File: config.mk
export PLATFORM = sky130hd
export DESIGN_NAME = subckt_response_misr
export DESIGN_NICKNAME = d
export VERILOG_FILES = /design/src/rtl/subckt_obs_pkg.sv /design/src/rtl/misr_core.sv /design/src/rtl/subckt_response_misr.sv
export SDC_FILE = /design/constraint.sdc
export NUM_CORES = 1
export LEC_CHECK = 0
export CAP_MARGIN = 20
export CORE_MARGIN = 8
export CORE_UTILIZATION = 30
export CTS_CLUSTER_DIAMETER = 60
export DETAILED_ROUTE_END_ITERATION = 10
export GPL_ROUTABILITY_DRIVEN = 1
export PLACE_DENSITY = 0.59
export SYNTH_ARGS = -nofsm -noshare
export SYNTH_HDL_FRONTEND = slang
export SYNTH_SLANG_ARGS = --single-unit
File: constraint.sdc
create_clock -name I1470_clk -period 5.8 [get_ports I1470_clk]
set_clock_uncertainty 0.2 [all_clocks]
set_input_delay 1.16 -clock I1470_clk [delete_from_list [all_inputs] [get_ports I1470_clk]]
set_output_delay 1.16 -clock I1470_clk [all_outputs]
set_load 0.01 [all_outputs]
File: src/rtl/subckt_obs_pkg.sv
// Shared definitions for the subcircuit response compactor.
//   state_e   : controller states (IDLE, RUN, DONE)
//   DEF_*     : default signature width, window width and MISR feedback mask
//   misr_step : one Galois MISR update at the default width
package subckt_obs_pkg;

  localparam int DEF_SIG_W = 16;
  localparam int DEF_WIN_W = 10;
  // x^16 + x^14 + x^13 + x^11 + 1, right-shifting Galois form
  localparam logic [DEF_SIG_W-1:0] DEF_POLY = 16'hB400;

  typedef enum logic [1:0] {
    IDLE = 2'd0,
    RUN  = 2'd1,
    DONE = 2'd2
  } state_e;

  function automatic logic [DEF_SIG_W-1:0] misr_step(
    input logic [DEF_SIG_W-1:0] sig,
    input logic                 din,
    input logic [DEF_SIG_W-1:0] poly
  );
    logic fb;
    fb = sig[0] ^ din;
    return (sig >> 1) ^ (fb ? poly : '0);
  endfunction

endpackage

File: src/rtl/misr_core.sv
// Galois multiple-input signature register, one serial input bit.
//   I1470_clk : clock
//   I1477_rst : asynchronous active-low reset (clears the signature)
//   load      : replace the signature with seed (wins over shift)
//   seed      : value loaded on load
//   shift     : fold din into the signature
//   din       : serial response bit
//   sig       : current signature (registered)
module misr_core
  import subckt_obs_pkg::*;
#(
  parameter int                SIG_W = DEF_SIG_W,
  parameter logic [SIG_W-1:0]  POLY  = DEF_POLY
) (
  input  logic             I1470_clk,
  input  logic             I1477_rst,
  input  logic             load,
  input  logic [SIG_W-1:0] seed,
  input  logic             shift,
  input  logic             din,
  output logic [SIG_W-1:0] sig
);

  logic fb;
  assign fb = sig[0] ^ din;

  always_ff @(posedge I1470_clk or negedge I1477_rst) begin
    if (!I1477_rst) begin
      sig <= '0;
    end else if (load) begin
      sig <= seed;
    end else if (shift) begin
      sig <= (sig >> 1) ^ (fb ? POLY : '0);
    end
  end

endmodule

File: src/rtl/subckt_response_misr.sv
// Response compactor: folds a programmable window of qualified 1-bit
// samples into a MISR and offers the signature over valid/ready.
//   I1470_clk, I1477_rst : clock, asynchronous active-low reset
//   start, win_len, seed : window request, accepted only in IDLE
//   obs_in, obs_vld      : observed bit and its qualifier (used in RUN only)
//   busy                 : high in RUN and DONE
//   sig_out, sig_vld     : signature and its valid flag (DONE)
//   sig_rdy              : consumer accept
//   tgl_cnt              : sample transition count, only when the
//                          SUBCKT_MISR_TOGGLE_EN macro is defined
//
// state | meaning
// IDLE  | waiting for start; last signature still visible on sig_out
// RUN   | folding samples, cnt holds samples still to take
// DONE  | signature offered, waiting for sig_rdy
module subckt_response_misr
  import subckt_obs_pkg::*;
#(
  parameter int               SIG_W = DEF_SIG_W,
  parameter int               WIN_W = DEF_WIN_W,
  parameter logic [SIG_W-1:0] POLY  = DEF_POLY
) (
  input  logic             I1470_clk,
  input  logic             I1477_rst,
  input  logic             start,
  input  logic [WIN_W-1:0] win_len,
  input  logic [SIG_W-1:0] seed,
  input  logic             obs_in,
  input  logic             obs_vld,
  output logic             busy,
  output logic [SIG_W-1:0] sig_out,
  output logic             sig_vld,
  input  logic             sig_rdy
`ifdef SUBCKT_MISR_TOGGLE_EN
  ,
  output logic [WIN_W-1:0] tgl_cnt
`endif
);

  state_e           state;
  logic [WIN_W-1:0] cnt;
  logic             accept;
  logic             take;

  assign accept = (state == IDLE) && start;
  assign take   = (state == RUN) && obs_vld;

  always_ff @(posedge I1470_clk or negedge I1477_rst) begin
    if (!I1477_rst) begin
      state <= IDLE;
      cnt   <= '0;
    end else begin
      case (state)
        IDLE: begin
          if (start) begin
            cnt   <= win_len;
            state <= (win_len == '0) ? DONE : RUN;
          end
        end
        RUN: begin
          if (obs_vld) begin
            cnt <= cnt - 1'b1;
            // cnt never reaches 0 inside RUN, so no wrap is possible
            if (cnt == WIN_W'(1)) state <= DONE;
          end
        end
        DONE: begin
          if (sig_rdy) state <= IDLE;
        end
        default: state <= IDLE;
      endcase
    end
  end

  // Outputs decode only registered state, so no input reaches them
  // combinationally.
  assign busy    = (state != IDLE);
  assign sig_vld = (state == DONE);

  misr_core #(
    .SIG_W (SIG_W),
    .POLY  (POLY)
  ) u_misr (
    .I1470_clk (I1470_clk),
    .I1477_rst (I1477_rst),
    .load      (accept),
    .seed      (seed),
    .shift     (take),
    .din       (obs_in),
    .sig       (sig_out)
  );

`ifdef SUBCKT_MISR_TOGGLE_EN
  // prev starts each window at 0 so the first sample counts if it is 1
  logic prev;

  always_ff @(posedge I1470_clk or negedge I1477_rst) begin
    if (!I1477_rst) begin
      prev    <= 1'b0;
      tgl_cnt <= '0;
    end else if (accept) begin
      prev    <= 1'b0;
      tgl_cnt <= '0;
    end else if (take) begin
      prev <= obs_in;
      if ((obs_in != prev) && (tgl_cnt != '1)) tgl_cnt <= tgl_cnt + 1'b1;
    end
  end
`endif

endmodule

==> flow_summary.json <==
{
  "placement.cell_area_sq_um": 2108,
  "p_int_mw": 0.6119,
  "vias": 1379,
  "clk_latency_ns": 0.27,
  "status": "finished, final reports clean",
  "synth_cells": 168,
  "layout_worst_path_cycle_share": 0.6208,
  "path_class": "input port to flip-flop",
  "top_usage_layer": "met2",
  "synth-edff-count": 0,
  "route.detailed.drc": 0,
  "ctsHoldBuffers": 0,
  "rr_endpoint": "cnt[5]",
  "seq_area_frac_synth": 0.4512,
  "dieArea_sq_um": 7734,
  "syn_area_per_cell_sq_um": 9.242,
  "comb_power_share": 0.442,
  "use_met1": 0.1296,
  "tns_ns": 0,
  "r2r-start": "state[1]",
  "powerDensity_nw_per_um2": 439.7,
  "fmax_ghz": 0.2777,
  "nNetsFinal": 249,
  "synth.top_cells.by_count": "dfrtp_1, nand2_1, o21ai_0",
  "yosys.area.top_type": "dfrtp_1",
  "period_needed_ns": 3.601,
  "cts_root_buf": "clkbuf_8",
  "setup.worst_path.start_class": "input port",
  "slew_viol_final": 0,
  "setup_slack_ns": 2.199,
  "grt_max_degree": 34,
  "p_sw_mw": 0.3464,
  "dp_slack_ns": 1.873,
  "grt_pass1_wl_mm": 6.506,
  "clkSlewWorstSetupHoldPaths_ns": 0.10,
  "stdcell_area_sq_um": 2180,
  "cts_num_sinks": 28,
  "startpoint": "obs_vld",
  "met3_usage": 0.01595,
  "synth.cell_area_sq_um": 1553,
  "initial_core_util": 0.3079,
  "ff2ff_setup_slack_ns": 3.06,
  "grt_overflow": 0,
  "htreeDepth": 1,
  "synth_cell_types": 37,
  "hold_violations": 0,
  "power_leakage_nw": 0.8977,
  "cts_buffers": 3,
  "dp_cells": 280,
  "ant_nets": 0,
  "cts_resized": 0,
  "io_buffer_count": 49,
  "seq_power_share": 0.396,
  "ys_ff_latch": 28,
  "cts_tree": "yes",
  "finalNonFillerCells": 284,
  "slew_headroom": 0.2846,
  "p_clk_frac": 0.161,
  "dr.pass1.iters": 4,
  "ioPinCount": 50,
  "grtUsageMet2": 0.1833,
  "coreArea_sq_um": 5042,
  "irDropWorstVdd_v": 0.0001868,
  "totalWireLength_mm": 4.100,
  "worstSetupEndpointType": "flip-flop",
  "hold_class": "flip-flop to flip-flop",
  "synthArstFlopShare": 1.000,
  "grt_pass1_vias": 1356,
  "r2r_cells": 4,
  "postCtsSetupBuffers": 0,
  "drive_gt1_frac": 0.05607,
  "synthTopCellsByArea": "dfrtp_1, mux2i_1, o21ai_0, nand2_1, o21ai_1",
  "synth.most_common_cell": "dfrtp_1",
  "drtIter0Drc": 58,
  "yosysWarnings": 0,
  "finalSetupViolCount": 0,
  "synth-main-ff-cell": "dfrtp_1",
  "crit_fanout": 17,
  "worstHoldPathCells": 1,
  "dieHeight_um": 87.95,
  "synth_top_cell_area_share": 0.4512,
  "num_antenna_cells": 0,
  "rsz0062_at_grt": "false",
  "clock_path_buffers": 2,
  "die_w_um": 87.95,
  "cp.arrival_ns": 3.54,
  "cap_violations": 0,
  "gp_congestion": 0.7944,
  "swShare": 0.3615,
  "antenna_found_initial": 0,
  "rows": 26,
  "syn-num-nets": 202,
  "worst_pin_slew_ns": 1.070,
  "crit_end": "cnt[5]",
  "grtUsageTotal": 0.1073,
  "wl_per_cell_um": 14.44,
  "drt-vias-per-instance": 4.856,
  "required_ns": 5.74,
  "place_hpwl_mm": 3.107,
  "synthToLayoutAreaGrowth_pct": 40.37,
  "whs_ns": 0.3440
}
## per-layer routing
layer  wire length [um]  vias to the layer above
li1                   -                      696
met1               1805                      661
met2               2156                       20
met3                 98                        2
met4                 40                        0
met5                  0                        -
## worst min path at each step
| stage | from | end | slack [ns] |
|---|---|---|---|
| floorplan | state[1] | state[0] | 0.27 |
| CTS | state[1] | state[0] | 0.35 |
| finish | state[1] | state[0] | 0.34 |
| global placement | state[1] | state[0] | 0.34 |
| global route | state[1] | state[0] | 0.38 |
| detailed placement | state[1] | state[0] | 0.33 |
## cell type report
cell class,instances,area [sq um]
repair buffers,51,505.5
well taps,70,87.58
multi-input cells,127,799.5
inverters,4,15.01
fillers,520,2863
clock inverters,1,30.03
flip-flops and latches,28,700.7
clock buffers,3,41.29
## state kept, by name (all words and copies together), names as in the netlist
signal      flops
state           2
u_misr.sig     16
cnt            10
## cells by family (layout without fill, tap and decap cells)
family	after synthesis	count (layout)	synth area share
AND/OR/NAND/NOR	53	53	0.1692
AO/OA/AOI/OAI	51	51	0.1942
flip-flops	28	28	0.4512
multiplexers	17	17	0.1096
buffers and inverters	13	59	0.03706
XOR/XNOR	4	4	0.02256
adder cells (fa/ha/maj)	2	2	0.01611
## worst max-delay path, cell delays in order
cell and delay, ns:
clkdlybuf4s50_1 0.51, nand3b_1 0.73, o21ai_1 0.77, o21ai_0 0.20, o2bb2ai_1 0.16
## cells in the final DEF, fill, tap and decap left out
cell type and n:
inv_1 4, xor2_1 4, and2_1 1, nand3b_1 1
o22ai_1 2, a41o_1 1, or4_4 1, nand4_1 2
nor3_1 2, o32ai_1 1, nor4_1 3, or2_2 1
dfrtp_1 28, o211ai_1 1, nand2_1 21, nor3b_2 1
or4b_4 1, and2b_4 1, a2bb2oi_1 4, clkbuf_8 3
nand2b_1 1, nor3b_1 1, a21oi_2 1, ha_1 2
nand3_1 1, o2bb2ai_1 1, bufinv_16 1, clkdlybuf4s50_1 49
o21ai_0 18, a22oi_1 2, nor2_1 13, o21ai_1 10
a21oi_1 8, a311oi_1 1, mux2i_1 17, buf_4 2
a31oi_1 1, nor2b_1 2
## stage by stage
step	utilization	power, mW
floorplan	-	0.6086
global placement	0.4181	0.8066
detailed placement	0.4181	0.8111
CTS	0.4323	0.9679
global route	0.4323	1.036
finish	0.4323	0.9584
## power groups by stage
| stage | registers (mW) | clock network [mW] | logic, mW |
|---|---|---|---|
| after floorplan | 0.387 | 0 | 0.222 |
| after global placement | 0.383 | 0 | 0.423 |
| after detailed placement | 0.383 | 0 | 0.428 |
| after CTS | 0.380 | 0.159 | 0.429 |
| after global routing | 0.396 | 0.169 | 0.471 |
| final | 0.380 | 0.155 | 0.424 |
Note: power is estimated with default switching activity, not from simulation.
